## config.mk

```make
export PLATFORM = sky130hd
export DESIGN_NAME = fetch
export DESIGN_NICKNAME = d
export VERILOG_FILES = /design/src/rtl/core_pkg.sv /design/src/rtl/fetch_ifid_reg.sv /design/src/rtl/fetch.sv
export SDC_FILE = /design/constraint.sdc
export NUM_CORES = 1
export LEC_CHECK = 0
export BUFFER_PORTS_ARGS = -buffer_cell sky130_fd_sc_hd__buf_4
export CAP_MARGIN = 20
export CORE_MARGIN = 2
export CORE_UTILIZATION = 55
export CTS_CLUSTER_SIZE = 30
export DETAILED_ROUTE_END_ITERATION = 7
export PLACE_DENSITY = 0.83
export SETUP_SLACK_MARGIN = 0.15
export SLEW_MARGIN = 20
export SYNTH_ARGS = -nofsm -noshare
export SYNTH_HDL_FRONTEND = slang
export SYNTH_SLANG_ARGS = --single-unit
```

## constraint.sdc

```tcl
create_clock -name clk -period 4.1 [get_ports clk]
set_input_delay 0.205 -clock clk [delete_from_list [all_inputs] [get_ports clk]]
set_output_delay 0.205 -clock clk [all_outputs]
set_load 0.01 [all_outputs]
```

## src/rtl/core_pkg.sv

```systemverilog
// Shared definitions for the front end of the core: fetch FSM states,
// the NOP encoding used for IF/ID bubbles and the word/address width.
package core_pkg;

   localparam int WORD_W = 16;

   localparam logic [WORD_W-1:0] NOP_INST = 16'h0000;

   typedef enum logic [1:0] {
      RUN  = 2'd0,
      WAIT = 2'd1,
      DROP = 2'd2,
      HALT = 2'd3
   } fetch_state_t;

   // Addresses wrap silently at the top of the 16-bit space.
   function automatic logic [WORD_W-1:0] word_inc(input logic [WORD_W-1:0] a);
      return a + 16'd1;
   endfunction

endpackage

```

## src/rtl/fetch_ifid_reg.sv

```systemverilog
// IF/ID pipeline register: loads a fetched beat or a bubble when enabled,
// holds otherwise, and powers up holding a bubble.
import core_pkg::*;

module fetch_ifid_reg (
   input  logic              clk,
   input  logic              reset,
   input  logic              en,
   input  logic              flush,
   input  logic [WORD_W-1:0] inst,
   input  logic [WORD_W-1:0] pcinc,
   output logic [WORD_W-1:0] inst_id,
   output logic [WORD_W-1:0] pcinc_id,
   output logic              flushed
);

   // A bubble carries NOP and a zero pcinc so decode sees a clean slot.
   always_ff @(posedge clk or negedge reset) begin
      if (!reset) begin
         inst_id  <= NOP_INST;
         pcinc_id <= '0;
         flushed  <= 1'b1;
      end else if (en) begin
         if (flush) begin
            inst_id  <= NOP_INST;
            pcinc_id <= '0;
            flushed  <= 1'b1;
         end else begin
            inst_id  <= inst;
            pcinc_id <= pcinc;
            flushed  <= 1'b0;
         end
      end
   end

endmodule

```

## src/rtl/fetch.sv

```systemverilog
// Instruction-fetch stage: PC, next-PC selection, instruction-memory request FSM
// and the IF/ID register. Optional perf counters are enabled by FETCH_PERF_CNT_EN.
import core_pkg::*;

module fetch #(
   parameter logic [15:0] RESET_PC = 16'h0000
) (
   input  logic              clk,
   input  logic              reset,
   input  logic              en_pc,
   input  logic              en_ifid,
   input  logic              flush_ifid,
   input  logic              jump_pred,
   input  logic [WORD_W-1:0] jump_pred_adr,
   input  logic              redirect_en,
   input  logic [WORD_W-1:0] redirect_adr,
   input  logic              is_halt_id,
   output logic              imem_req,
   output logic [WORD_W-1:0] imem_adr,
   input  logic              imem_valid,
   input  logic [WORD_W-1:0] imem_rdata,
   output logic [WORD_W-1:0] inst_id,
   output logic [WORD_W-1:0] pcinc_id,
`ifdef FETCH_PERF_CNT_EN
   output logic [15:0]       stall_cnt,
   output logic [15:0]       squash_cnt,
`endif
   output logic              flushed
);

   fetch_state_t      state, state_n;
   logic [WORD_W-1:0] pc, pc_n;
   logic [WORD_W-1:0] pend_pc, pend_pc_n;
   logic              halt_pend, halt_pend_n;
   logic              take_beat;
   logic              squash;
   logic              steer;
   logic [WORD_W-1:0] steer_adr;

   // Address is always the current pc: in DROP the old pc is kept on the bus
   // until the abandoned beat returns, and reset kills the request at once.
   assign imem_adr = pc;
   assign imem_req = reset && (state != HALT);

   // A resolved redirect outranks a predicted jump; prediction needs en_ifid
   // because it refers to the instruction currently sitting in IF/ID.
   assign steer     = redirect_en || (jump_pred && en_ifid);
   assign steer_adr = redirect_en ? redirect_adr : jump_pred_adr;

   always_ff @(posedge clk or negedge reset) begin
      if (!reset) begin
         state     <= RUN;
         pc        <= RESET_PC;
         pend_pc   <= RESET_PC;
         halt_pend <= 1'b0;
      end else begin
         state     <= state_n;
         pc        <= pc_n;
         pend_pc   <= pend_pc_n;
         halt_pend <= halt_pend_n;
      end
   end

   // Next-state / next-PC. take_beat marks the only case where the returned
   // word goes into IF/ID; every other en_ifid=1 cycle loads a bubble.
   always_comb begin
      state_n     = state;
      pc_n        = pc;
      pend_pc_n   = pend_pc;
      halt_pend_n = halt_pend;
      take_beat   = 1'b0;
      squash      = 1'b0;
      unique case (state)
         RUN, WAIT: begin
            if (steer) begin
               if (imem_valid) begin
                  pc_n    = steer_adr;
                  state_n = RUN;
                  squash  = 1'b1;
               end else begin
                  pend_pc_n   = steer_adr;
                  halt_pend_n = 1'b0;
                  state_n     = DROP;
               end
            end else if (is_halt_id) begin
               if (imem_valid) begin
                  state_n = HALT;
               end else begin
                  pend_pc_n   = pc;
                  halt_pend_n = 1'b1;
                  state_n     = DROP;
               end
            end else if (imem_valid) begin
               state_n = RUN;
               if (en_ifid) begin
                  take_beat = 1'b1;
                  if (en_pc) begin
                     pc_n = word_inc(pc);
                  end
               end
            end else begin
               state_n = WAIT;
            end
         end
         DROP: begin
            if (redirect_en) begin
               pend_pc_n   = redirect_adr;
               halt_pend_n = 1'b0;
            end
            if (imem_valid) begin
               squash      = !(halt_pend && !redirect_en);
               pc_n        = redirect_en ? redirect_adr : pend_pc;
               state_n     = (halt_pend && !redirect_en) ? HALT : RUN;
               halt_pend_n = 1'b0;
            end
         end
         HALT: begin
            if (redirect_en) begin
               pc_n    = redirect_adr;
               state_n = RUN;
            end
         end
         default: begin
            state_n = RUN;
         end
      endcase
   end

   fetch_ifid_reg u_ifid (
      .clk      (clk),
      .reset    (reset),
      .en       (en_ifid),
      .flush    (flush_ifid || !take_beat),
      .inst     (imem_rdata),
      .pcinc    (word_inc(pc)),
      .inst_id  (inst_id),
      .pcinc_id (pcinc_id),
      .flushed  (flushed)
   );

`ifdef FETCH_PERF_CNT_EN
   // Both counters saturate rather than wrap so long runs stay meaningful.
   always_ff @(posedge clk or negedge reset) begin
      if (!reset) begin
         stall_cnt  <= '0;
         squash_cnt <= '0;
      end else begin
         if (imem_req && !imem_valid && (stall_cnt != 16'hFFFF)) begin
            stall_cnt <= stall_cnt + 16'd1;
         end
         if (squash && (squash_cnt != 16'hFFFF)) begin
            squash_cnt <= squash_cnt + 16'd1;
         end
      end
   end
`endif

endmodule

```

* Word-level counts from Yosys, hierarchy flattened
Cells that the tools add are included.
** Storage, ports and cells
- Input port bits :: 57
- Bits in read-only memories :: 0
- Register bits :: 68
- Bits in latches :: 0
- Memory bits (writable) :: 0
- Word-level logic and storage cells :: 75
- Output and inout port bits :: 50
- Memories :: 0
** Cells by class
- Multiplexer cells :: 40
- Equal/unequal tests :: 13
- Add/sub/neg operators :: 1
- Divide/modulo/power cells :: 0
- Order comparisons :: 0
- Shifts and indexed selects :: 0
- Bitwise logic cells :: 0
- Multiply operators :: 0
- Reductions and logical operators :: 14
** Operators by type and width (count)
- 16-bit 2-to-1 mux :: 16
- 16-bit case mux with 3 select lines :: 1
- 16-bit case mux with 2 select lines :: 1
- 16-bit by 1-bit adder with 16-bit output, second input constant :: 1
- 3-bit inequality test, second input constant :: 5
- 1-bit 2-to-1 mux :: 14
- 2-bit 2-to-1 mux :: 6
- 2-bit inequality test, second input constant :: 5
- 2-bit case mux with 3 select lines :: 1
- 6-bit AND reduction :: 1
- 2-bit equality test, second input constant :: 2
- 4-bit AND reduction :: 1
- 1-bit logical AND :: 3
- 3-bit AND reduction :: 1
- 2-bit by 1-bit equality test with 1-bit output, second input constant :: 1
- 1-bit logical NOT :: 2
- 2-bit logical NOT :: 1
- 1-bit logical OR :: 2
- 1-bit case mux with 2 select lines :: 1
- 2-bit AND reduction :: 1
- 2-bit nonzero test :: 1
- 2-bit OR reduction :: 1

* Depth between registers and ports, before layout
Gate-level depths: netlist of run 1.
- Depth after elaboration :: 8
- Depth in mapped cells :: 9
- Mapped depth without buffers :: 6

* By module
From an unflattened synthesis of run 1, not the netlist that was laid out.
** Second synthesis, totals
- Cells, all modules :: 501
- Area, all modules :: 4334.2 sq um
** Modules (own cells, without submodules)
- fetch :: times used 1, area an instance 2862.7 sq um, cells each 361
- fetch_ifid_reg :: times used 1, area an instance 1471.4 sq um, cells each 140

* Least setup slack after synthesis of run 1
OpenSTA, ideal clock, no wires.
- Path type :: register to register
- Start :: reg pc[0], in the netlist imem_adr[0]
- End :: reg pc[14], in the netlist imem_adr[14]
- Arrival :: 1848 ps
- Path slack :: 2170 ps
- Clock period less this slack :: 1930 ps
- Library setup time :: 82 ps
- Required time :: 4018 ps
- Buffers on the path :: 0
- Cell stages (with the launch flop) :: 7
- Path through :: dfrtp_1 ha_1 nand3_2 nor4_2 nand3_1 o31a_1 o22ai_1
** Between the ends
- Longest elaborated chain between the ends :: 7
** Ends and longest elaborated chain
- start: declaration :: RTL line fetch.sv:32 : logic [WORD_W-1:0] pc, pc_n;
- start signal: assignment :: RTL line fetch.sv:58 : pc <= pc_n;
- 16-bit by 1-bit adder with 16-bit output :: RTL line core_pkg.sv:18 : return a + 16'd1;
- 16-bit 2-to-1 mux :: RTL line fetch.sv:97 : if (en_pc) begin
- 16-bit 2-to-1 mux :: RTL line fetch.sv:95 : if (en_ifid) begin
- 16-bit 2-to-1 mux :: RTL line fetch.sv:93 : end else if (imem_valid) begin
- 16-bit 2-to-1 mux :: RTL line fetch.sv:85 : end else if (is_halt_id) begin
- 16-bit 2-to-1 mux :: RTL line fetch.sv:75 : if (steer) begin
- 16-bit case mux with 3 select lines :: RTL line fetch.sv:73 : unique case (state)
No other way between the ends. The select of a mux whose other input is x is not followed.
A chain may end at the register's enable or synchronous reset.

* Worst setup path after layout of run 1
- Start :: reg state[1]
- End :: reg u_ifid.inst_id[6]
** Between the ends
- Longest elaborated chain between the ends :: 6
** Ends and longest elaborated chain
- start: declaration :: RTL line fetch.sv:31 : fetch_state_t state, state_n;
- start signal: assignment :: RTL line fetch.sv:57 : state <= state_n;
- 2-bit by 1-bit equality test with 1-bit output / 2-bit logical NOT (equally long branches) :: RTL line fetch.sv:73
- 2-bit OR reduction (*) :: RTL line fetch.sv:73
- 1-bit 2-to-1 mux (*) :: RTL line fetch.sv:73
- 1-bit logical NOT (*) :: RTL line fetch.sv:133 : .flush (flush_ifid || !take_beat),
- 1-bit logical OR (*) :: RTL line fetch.sv:133
- 16-bit 2-to-1 mux (*) :: RTL line fetch_ifid_reg.sv:24 : if (flush) begin
- end signal: assignment :: RTL line fetch_ifid_reg.sv:29 : inst_id <= inst;
- end: declaration :: RTL line fetch_ifid_reg.sv:12 : output logic [WORD_W-1:0] inst_id,
Mark *: on every way between the ends. The rest lies on a longest branch, timed or not.

==> results of run 1 <==
## area by class of cell
type | instances | area (sq um)
clock buffer | 10 | 128
clock inverter | 6 | 65.1
multi-input combinational | 310 | 2080
timing repair buffer | 112 | 843
inverter | 42 | 158
tap | 99 | 124
sequential | 68 | 1700
fill | 555 | 2150
## final timing paths
kind,slack (ns),depth (start not counted),to
max,1.60,4,u_ifid.inst_id[6]
min,0.05,3,u_ifid.inst_id[12]
max reg2reg,1.60,4,u_ifid.inst_id[6]
min reg2reg,0.51,2,u_ifid.flushed
max in group asynchronous,3.01,2,halt_pend
min in group asynchronous,0.50,2,u_ifid.inst_id[14]
## tightest hold or removal path, stage by stage
cell     delay (ns)
buf_4          0.07
nand2_1        0.03
o21ai_0        0.05
## metal layers
layer | up-vias | part of all wire, %
met4 | 0 | 1.1
met1 | 1814 | 44
met2 | 165 | 47
met3 | 11 | 7.7
met5 | - | 0
li1 | 1824 | -
## power breakdown
part | internal (mW) | total (mW) | switching, mW
logic | 0.555 | 1.12 | 0.569
registers | 0.838 | 1.12 | 0.281
clock network | 0.281 | 0.553 | 0.272
total | 1.67 | 2.80 | 1.12
## flip-flops by register name (all words and copies together) (netlist names)
signal / flops
halt_pend: 1
u_ifid.inst_id: 16
u_ifid.flushed: 1
u_ifid.pcinc_id: 16
state: 2
pend_pc: 16
imem_adr: 16
## repair_timing
item | in CTS | in global routing
endpoints found under the setup margin | 0 | 0
endpoints found under the hold margin | 3 | 0
hold buffers | 1 | 0
setup buffers | 0 | 0
## layout by cell type (no fill, tap or decap), types with 5 or more instances in the layout
master / n
nor3_1: 12
xnor2_1: 9
o22ai_2: 10
nor2_1: 19
nand2b_1: 17
mux2_2: 12
o221ai_1: 16
nand3_1: 6
buf_4: 111
mux2i_1: 11
inv_1: 42
a2bb2oi_1: 14
o21ai_0: 55
a21oi_1: 19
a211oi_1: 5
nand2_1: 37
o22ai_1: 11
xor2_1: 5
clkbuf_8: 9
dfrtp_1: 67
## logic make-up (layout without fill, tap and decap cells)
family          Yosys count  count (layout)  synth area share (%)
compound gates          157             157                  26.6
xor+xnor                 14              14                  2.97
fa+ha+maj                 1               1                 0.303
buf+inv                  80             170                  8.36
flops                    68              68                  41.2
mux                      23              23                  5.94
simple gates            115             115                  14.7
==> results summary, run 1 <==
The pre-CTS setup slack is 1.51 ns. The number of hold violations in the final report is 0. The cell with the largest stage delay on the worst path is nor4_4. The residual DRC count came out at 0. In this run the critical register-to-register path is launched from state[1].

The library cell used as clock root buffer is clkbuf_8. The clock tree synthesis step divided the H-tree into 3 levels. The synthesized netlist occupies a cell area of 4130 sq um.

The die is 90.7 um wide. The starting DRC count in detailed routing is 383. The die outline height came out at 90.7 um.

The max-slew violation count came to 0. The die outline area is 8220 sq um. The placed standard-cell area is 4900 sq um. The worst setup path is captured at a flip-flop. Yosys attributes the largest share of cell area to dfrtp_1 (41%), o21ai_0 (6.7%), inv_1 (3.8%). The core occupancy in the finished layout is 70.4%.

The count of TritonRoute iterations in the first routing pass is 5. The number of primary I/O pins is 107. The biggest area contributor in the post-synthesis netlist is dfrtp_1.

The fraction of layout instances using a drive strength above 1 is 28.8%. The critical path is of the reg2reg type. Relative to the synthesized area, the layout overhead comes to 23.5%.

The met2 layer usage reported by global route is 42.8%. The sum of negative setup slack came out at 0 ns. Power spread over the standard cell area amounts to 548 nW/um^2.

The share of the cycle needed by the critical path after routing is 60.9%. The total number of vias came out at 3814. The worst-case clock skew is 0.0101 ns. The number of buffers on the longest clock path is 2.

The register area share after synthesis is 41.2%. The peak per-stage delay on the critical path came out at 0.90 ns. The highest ir drop seen on vdd came out at 251 uV. Counting flops and latches in the post-synthesis netlist gives 68. The count of flip-flops with a built-in enable after synthesis is 0. The final routed wirelength across all metal layers is 10900 um.

The number of clock sinks came out at 68. The synthesized area divided by synthesized cell count came out at 9.02 sq um. Setup repair after global routing left no endpoint under its margin. The run finished with clean final reports.

The cell count after placement is 630. The share of the synthesized area in the top cell type came out at 40.6%. The worst path buffer plus inverter count is 0. The overall track demand over capacity in global routing came out at 27.2%. At the pin with the least slew margin, the transition time is 0.904 ns. STA classifies the critical path startpoint as a flip-flop. The clock-pin transition on the worst setup and hold timing paths is 0.08 ns. The detail-routed net length per standard cell is 16.9 um. The critical path data arrival time came out at 2.76 ns.

The number of antenna violations at the first check in global routing came out at 0. The final critical path time including I/O delays and setup came out at 2.50 ns. The maximum fanout along the worst path came out at 25. The TritonCTS clock tree is done. The global-route track usage on met3 is 5.26%. The critical path starts at state[1]. Traced cell by cell, the critical path runs through nand2b_1, nor4_4, nand2_1, o21ai_0. The first-pass GRT wire length is 18300 um.

Routability-driven placement finished with a final weighted congestion of 0.946. The hold path startpoint is imem_rdata[12]. The number of global-route vias before repair was 3708.

The pin count of the biggest net entering global routing is 70. The synthesized instance count is 458. The core region area came out at 7250 sq um. Counting instances in the post-synthesis netlist gives the leading cell types as dfrtp_1 (67), o21ai_0 (55), inv_1 (42), nand2_1 (37). The row count came out at 31. The top achievable clock speed is 401 MHz. The antenna diode count came out at 0. The HPWL after detailed placement is 7670 um. After routing the design area is 5100 sq um. The min-delay analysis places its worst path in the category in2reg. The number of distinct library cells after synthesis came out at 53.

The power after layout came out at 2.80 mW. The synthesized netlist net count came out at 516. The met1 usage came out at 38.6%. The count of nets after finishing is 601. Summed over all layers, the global routing overflow is 0. Once the floorplan was initialized, standard cells occupied 57.0% of the core. The worst setup slack after layout is 1.60 ns.

The kind of cell with the highest combined delay along the critical path is simple AND/OR/NAND/NOR gates. Setup violations remaining at the end of the flow were counted as 0. In this run the tool buffered the top-level ports with 106 buffer cells. In this run the remaining antenna-violating nets after routing total 0. Gates resized during post-CTS repair numbered 0. Measured against its own limit, the worst slew margin works out to 39.3%. For this run, the leading register cell type out of synthesis is dfrtp_1.

The finished layout holds 647 standard cells, fillers aside. The vias per cell is 5.89. The post-route worst hold slack came out at 0.0478 ns. The leakage component of the power came out at 2.21 nW.

For the worst setup path, the data required time is 4.36 ns. Yosys instantiated no cell more often than dfrtp_1. The max capacitance violation total is 0. The TritonCTS buffer count is 9. The latest clock arrival within the worst-skew pair came out at 0.35 ns. For this run, the number of Yosys warnings is 0.

The layer flagged by global routing as most heavily used is met2. The fraction of synthesis flops using an asynchronous set or reset pin came out at 100%.
Note: power is estimated with default switching activity, not from simulation.
==> inputs of run 2 (changes only) <==
--- a/config.mk
+++ b/config.mk
@@ -8,10 +8,10 @@
 export BUFFER_PORTS_ARGS = -buffer_cell sky130_fd_sc_hd__buf_4
 export CAP_MARGIN = 20
 export CORE_MARGIN = 2
-export CORE_UTILIZATION = 55
+export CORE_UTILIZATION = 48
 export CTS_CLUSTER_SIZE = 30
 export DETAILED_ROUTE_END_ITERATION = 7
-export PLACE_DENSITY = 0.83
+export PLACE_DENSITY = 0.76
 export SETUP_SLACK_MARGIN = 0.15
 export SLEW_MARGIN = 20
 export SYNTH_ARGS = -nofsm -noshare
==> constraint.sdc (replaced) <==
create_clock -name clk -period 2.2 [get_ports clk]
set_input_delay 0.11 -clock clk [delete_from_list [all_inputs] [get_ports clk]]
set_output_delay 0.11 -clock clk [all_outputs]
set_load 0.01 [all_outputs]
==> run 2 against run 1 <==
Effect of this change:
- die area increased by 14%
- register-to-register slack got worse by 1.4 ns
- non-clock buffer count increased by 34
- total power increased by 94%
- core utilization decreased by 4.7 points
- combinational power increased by 100%
- via count increased by 3.9%
- critical path type unchanged
- largest power group is now combinational cells
- sequential cell count unchanged
- sequential power increased by 87%
- sequential share of layout area decreased by 2.0 points
- maximum frequency increased by 28%
- wire length increased by 5.9%
==> results summary, run 2 (same netlist as run 1, synthesis figures left out) <==
The flow ran to the end, and the final reports show no timing, DRC or antenna violations. The number of post-CTS setup repair buffers is 0 (unchanged). The max capacitance violation total is 0 (unchanged). The fraction of layout instances using a drive strength above 1 came out at 31.3% (+2.4 points). The transition at the pin with the smallest max-transition slack came out at 0.668 ns (-0.236 ns). The number of clock sinks came to 68 (unchanged). The final global-route overflow total came out at 0 (unchanged). Setup repair after global routing could not meet its margin everywhere. The highest ir drop seen on vdd is 514 uV (+100%). The deepest level of the CTS H-tree is 3 (unchanged). The vias per cell is 5.77 (-2.1%).

The first-pass GRT wire length is 19000 um (+3.8%). For this design, the slowest cell found on the critical path is dfrtp_2. The TritonCTS clock tree is done. The number of primary I/O pins is 107 (unchanged).

The die outline area is 9370 sq um (+14%). The share of the cycle needed by the critical path after routing came to 88.8% (+28 points). The critical path data arrival time is 2.23 ns (-0.53 ns).

The max-slew violation count came to 0 (unchanged). The pin count of the biggest net entering global routing is 38 (-46%). The routability congestion estimate was 1.00 (+5.7%).

The post-DP HPWL came out at 8390 um (+9.4%). The starting DRC count in detailed routing is 280 (-27%). The final routed wirelength across all metal layers is 11600 um (+5.9%). The power per unit of standard cell area was 993 nW/um^2 (+81%).

The remaining max-slew budget at the tightest pin is 55.5% (+16 points). STA classifies the critical path startpoint as a flip-flop. The clock-pin transition on the worst setup and hold timing paths is 0.08 ns (about the same). The worst-case clock skew came out at 0.0103 ns (+0.000234 ns). The type of the tightest min-delay check is in2reg. The residual DRC count is 0 (unchanged). The residual antenna-violating net count after detailed routing came to 0 (unchanged).

The latest clock arrival within the worst-skew pair is 0.36 ns (about the same). The core region area is 8300 sq um (+14%). The die outline height is 96.8 um (+6.7%).

The power after layout is 5.41 mW (+94%). The critical path goes through ha_1, nand3_2, nor4_2, nand3_1, o31a_1, o22ai_1. The number of filler instances in the final layout is 667 (+20%). The peak per-stage delay on the critical path was 0.46 ns (-0.44 ns). In the layout the commonest cells are buf_4 (127), dfrtp_1 (63), o21ai_0 (55). The worst-case register-to-register setup slack came out at 0.25 ns (-1.36 ns).

The number of hold violations in the final report was 0 (unchanged). The number of buffers on the longest clock path is 2 (unchanged). Leaving out fill and tap cells, the most frequent cell in the layout is buf_4. The count of TritonRoute iterations in the first routing pass came out at 5 (unchanged). The final standard cell area without fillers came out at 5450 sq um (+6.8%).

The final critical path time including I/O delays and setup came out at 1.95 ns (-0.544 ns). The total number of vias came out at 3964 (+3.9%). The required time of the worst setup path is 2.48 ns (-1.88 ns). The starting utilization of the core area is 49.8% (-7.2 points). From synthesis to final layout, the design area changed by 31.9%. The die span in x came to 96.8 um (+6.7%). The maximum fanout along the worst path is 9 (-64%). CTS placed an instance of clkbuf_8 at the clock tree root. The detail-routed net length per standard cell came out at 16.8 um (-0.30%). The critical setup path kind is reg2reg. The TritonCTS buffer count came out at 9 (unchanged). The worst setup path is captured at a flip-flop. The row count is 33 (+6.5%).

The top achievable clock speed came to 512 MHz (+28%). The number of global-route vias before repair came out at 3762 (+1.5%). The number of antenna violations at the first check in global routing came out at 0 (unchanged). The count of nets after finishing is 635 (+5.7%). The antenna diode count is 0 (unchanged). The number of I/O port buffers was 106 (unchanged). The sum of negative setup slack came out at 0 ns (unchanged). The overall track demand over capacity in global routing came out at 25.0% (-2.2 points). The placed standard-cell area came out at 5050 sq um (+3.0%).

The leakage component of the power is 2.37 nW (+7.4%). The final count of negative-setup-slack endpoints came to 0 (unchanged).
[run 2: timing repair]
action                                 4_1_cts  5_1_grt
resized for setup                            1        6
hold buffers                                18        0
setup endpoints to repair                    1       16
endpoints found under the hold margin       48        0
[run 2: final timing paths]
check	startpoint	end	cells after the start
worst max-delay path	imem_adr[0]	imem_adr[14]	6
worst min-delay path	imem_valid	state[0]	2
worst max register to register	imem_adr[0]	imem_adr[14]	6
worst min register to register	u_ifid.flushed	u_ifid.flushed	2
max in group asynchronous	reset	u_ifid.flushed	3
min in group asynchronous	reset	u_ifid.inst_id[9]	2
[run 2: critical path: cells and delay by family, from the launching register on]
family	cells	cell delay, ns
adder cells (fa/ha/maj)	1	0.26
flip-flops	1	0.46
AND/OR/NAND/NOR	3	0.72
AO/OA/AOI/OAI	2	0.43
[run 2: per-stage QoR]
step | hold WS, ns | worst slack, ns | instances | util [%]
after CTS | 0.0555 | 0.172 | 687 | 65.5
after detailed placement | 0.0890 | 0.160 | 653 | 60.8
after global placement | 0.0869 | 0.178 | 653 | 60.8
after global routing | 0.0643 | 0.0714 | 687 | 65.7
after floorplan | -0.186 | 0.270 | 458 | -
final | 0.0679 | 0.247 | 687 | 65.7
[run 2: power by group]
| group | leakage [nW] | switching (mW) | internal, mW | total [mW] |
|---|---|---|---|---|
| combinational | 1.42 | 1.13 | 1.14 | 2.28 |
| sequential | 0.856 | 0.519 | 1.57 | 2.09 |
| clock | 0.0918 | 0.522 | 0.526 | 1.05 |
[run 2: layout make-up]
class	count	area [sq um]	share of cell area [%]
Sequential cell	68	1710	31.3
Timing Repair Buffer	146	1150	21.2
Multi-Input combinational cell	310	2100	38.5
Clock buffer	9	124	2.27
Inverter	42	158	2.89
Clock inverter	7	75.1	1.38
Tap cell	105	131	2.41
[run 2: routing by layer]
| layer | GRT usage [%] | wire (um) |
|---|---|---|
| met3 | 5.49 | 711 |
| met1 | 34.0 | 5210 |
| met4 | 9.75 | 227 |
| met2 | 39.2 | 5420 |
| met5 | 0 | 0 |
==> inputs of run 3 (changes only) <==
--- a/config.mk
+++ b/config.mk
@@ -11,6 +11,7 @@
 export CORE_UTILIZATION = 48
 export CTS_CLUSTER_SIZE = 30
 export DETAILED_ROUTE_END_ITERATION = 7
+export MAX_ROUTING_LAYER = met4
 export PLACE_DENSITY = 0.76
 export SETUP_SLACK_MARGIN = 0.15
 export SLEW_MARGIN = 20
==> run 3 against run 2 <==
Effect of this change:
- wire length rose by 6.0%
- worst setup slack improved by 0.060 ns
- first-iteration DRC count rose by 2.9%
- sequential share of layout area barely moved
- clock skew fell by 0.0010 ns
- highest routed layer unchanged
==> results summary, run 3 (same netlist as run 1, synthesis figures left out) <==
The flow ran to the end, and the final reports show no timing, DRC or antenna violations. The final global-route overflow total is 0 (unchanged). The number of cells traversed by the worst register-to-register path came out at 6 (unchanged). The detail-routed net length per standard cell is 17.8 um (+5.8%). The startpoint identified for the worst register-to-register timing path is imem_adr[0]. The required time of the worst setup path is 2.47 ns (about the same). The highest ir drop seen on vdd came to 528 uV (+2.8%). The number of post-CTS setup repair buffers came out at 0 (unchanged).

The starting DRC count in detailed routing is 288 (+2.9%). The deepest level of the CTS H-tree is 3 (unchanged). The max capacitance violation total was 0 (unchanged). The post-route worst hold slack was 0.0665 ns (-0.00137 ns). The residual antenna-violating net count after detailed routing is 0 (unchanged). The number of buffers on the longest clock path came out at 2 (unchanged). The top achievable clock speed is 528 MHz (+3.2%). For hold timing, the worst endpoint is state[0].

The remaining max-slew budget at the tightest pin is 55.0% (-0.43 points). The maximum fanout along the worst path was 9 (unchanged). Relative to the synthesized area, the layout overhead comes to 32.1%. The clock-pin transition on the worst setup and hold timing paths came out at 0.08 ns (about the same). The antenna diode count was 0 (unchanged). The post-DP HPWL is 8740 um (+4.2%). The count of nets after finishing came to 636 (+0.16%). The fraction of layout instances using a drive strength above 1 is 31.6% (+0.29 points). The max-slew violation count is 0 (unchanged). The commonest non-fill, non-tap cell in the layout is buf_4. The type of element capturing the critical path is a flip-flop. The root buffer cell chosen for the clock tree is clkbuf_8. The TritonCTS buffer count is 9 (unchanged). The number of antenna violations at the first check in global routing came out at 0 (unchanged). The die outline height came to 96.8 um (unchanged). The latest clock arrival within the worst-skew pair came to 0.35 ns (about the same). The leakage component of the power was 2.39 nW (+0.75%). The routability congestion estimate came out at 1.04 (+4.0%). The total number of vias is 3983 (+0.48%). In the layout the commonest cells are buf_4 (130), dfrtp_1 (63), o21ai_0 (55). The number of I/O port buffers is 106 (unchanged).

The count of placed standard cells in the final layout, fillers left out came out at 688 (+0.15%). Setup repair after global routing left no endpoint under its margin. The number of filler instances in the final layout came out at 686 (+2.8%). The number of primary I/O pins is 107 (unchanged). The final routed wirelength across all metal layers was 12300 um (+6.0%). The row count is 33 (unchanged). The number of global-route vias before repair is 3817 (+1.5%). The tightest min-delay check is of the in2reg type. The area occupied by multi-input gates came out at 2110 sq um (+0.54%). The worst-case register-to-register setup slack is 0.31 ns (+0.06 ns). The core region area was 8300 sq um (unchanged).

The vias per cell is 5.79 (+0.33%). The power per unit of standard cell area is 1000 nW/um^2 (+0.90%). The critical path data arrival time came to 2.16 ns (-0.07 ns).

The cell count of the worst hold path is 2 (unchanged). The final critical path time including I/O delays and setup came out at 1.89 ns (-0.0597 ns). The final count of negative-setup-slack endpoints is 0 (unchanged). The overall track demand over capacity in global routing is 26.8% (+1.7 points). The die outline area came out at 9370 sq um (unchanged). The sum of negative setup slack is 0 ns (unchanged). The worst-case clock skew is 0.00931 ns (-0.00103 ns). The share of the cycle needed by the critical path after routing came out at 86.0% (-2.7 points). The residual DRC count came to 0 (unchanged). The transition at the pin with the smallest max-transition slack is 0.675 ns (+0.00651 ns).

The sequential cell area in the final layout is 1710 sq um (unchanged). STA classifies the critical path startpoint as a flip-flop. The die span in x is 96.8 um (unchanged). The endpoint of the most critical register-to-register path is imem_adr[14]. The cell count after placement came out at 655 (+0.31%). The number of clock sinks is 68 (unchanged).

TritonCTS built the clock tree. The count of TritonRoute iterations in the first routing pass came out at 5 (unchanged). The number of hold violations in the final report came out at 0 (unchanged). The startpoint identified for the worst hold timing path is imem_valid.

The pin count of the biggest net entering global routing came out at 36 (-5.3%). The worst setup path is of the reg2reg kind. The starting utilization of the core area was 49.8% (unchanged).

The first-pass GRT wire length is 19800 um (+4.1%).
run 3: changes by cell type in the layout (fill, tap and decap cells not counted), sizes merged:
cell         delta
buf             +2
clkinvlp        -2
clkbuf          +2
dlygate4sd3     -1
run 3: area by class of cell:
type / count / share of cell area [%]
Sequential cell: 68 / 31.3
Tap cell: 105 / 2.41
Clock inverter: 5 / 1.10
Multi-Input combinational cell: 310 / 38.7
Inverter: 42 / 2.89
Timing Repair Buffer: 147 / 21.0
Clock buffer: 11 / 2.59
run 3: routing by layer:
layer	track usage (%)	vias to the layer above	part of all wire, %
li1	-	1892	-
met1	36.3	1925	44
met2	41.8	150	48
met3	5.42	16	6.0
met4	6.39	0	1.2
met5	-	-	0
run 3: power breakdown:
group          total [mW]  internal (mW)  switching (mW)  leakage (nW)
combinational        2.32           1.14            1.18          1.43
sequential           2.09           1.57           0.520         0.856
clock                1.06          0.559           0.501        0.0999
run 3: stage by stage:
stage	total power [mW]	instance area [sq um]	util [%]	setup WS, ns
after floorplan	3.41	4130	-	0.270
after global placement	4.25	5050	60.9	0.173
after detailed placement	4.31	5050	60.9	0.139
after CTS	5.42	5430	65.4	0.211
after global routing	5.78	5460	65.7	0.125
final	5.47	5460	65.7	0.307
run 3: worst max path at each step:
stage | startpoint | endpoint | cells past startpoint
final | imem_adr[0] | imem_adr[14] | 6
after global routing | imem_adr[0] | imem_adr[14] | 6
after CTS | imem_adr[0] | imem_adr[14] | 6
after detailed placement | imem_adr[4] | u_ifid.pcinc_id[15] | 5
after global placement | imem_adr[4] | imem_adr[15] | 5
after floorplan | imem_adr[0] | imem_adr[14] | 6
run 3: critical path: stages (launching register included):
cell	delay (ns)
dfrtp_2	0.45
ha_2	0.24
nand3_2	0.18
nor4_4	0.35
nand3_1	0.18
o31a_1	0.27
o22ai_1	0.14
run 3: repair_timing:
item,in CTS,in global routing
hold endpoints to repair,36,0
hold buffers,17,0
gates resized for setup,1,8
endpoints found under the setup margin,2,12
cloned,0,0
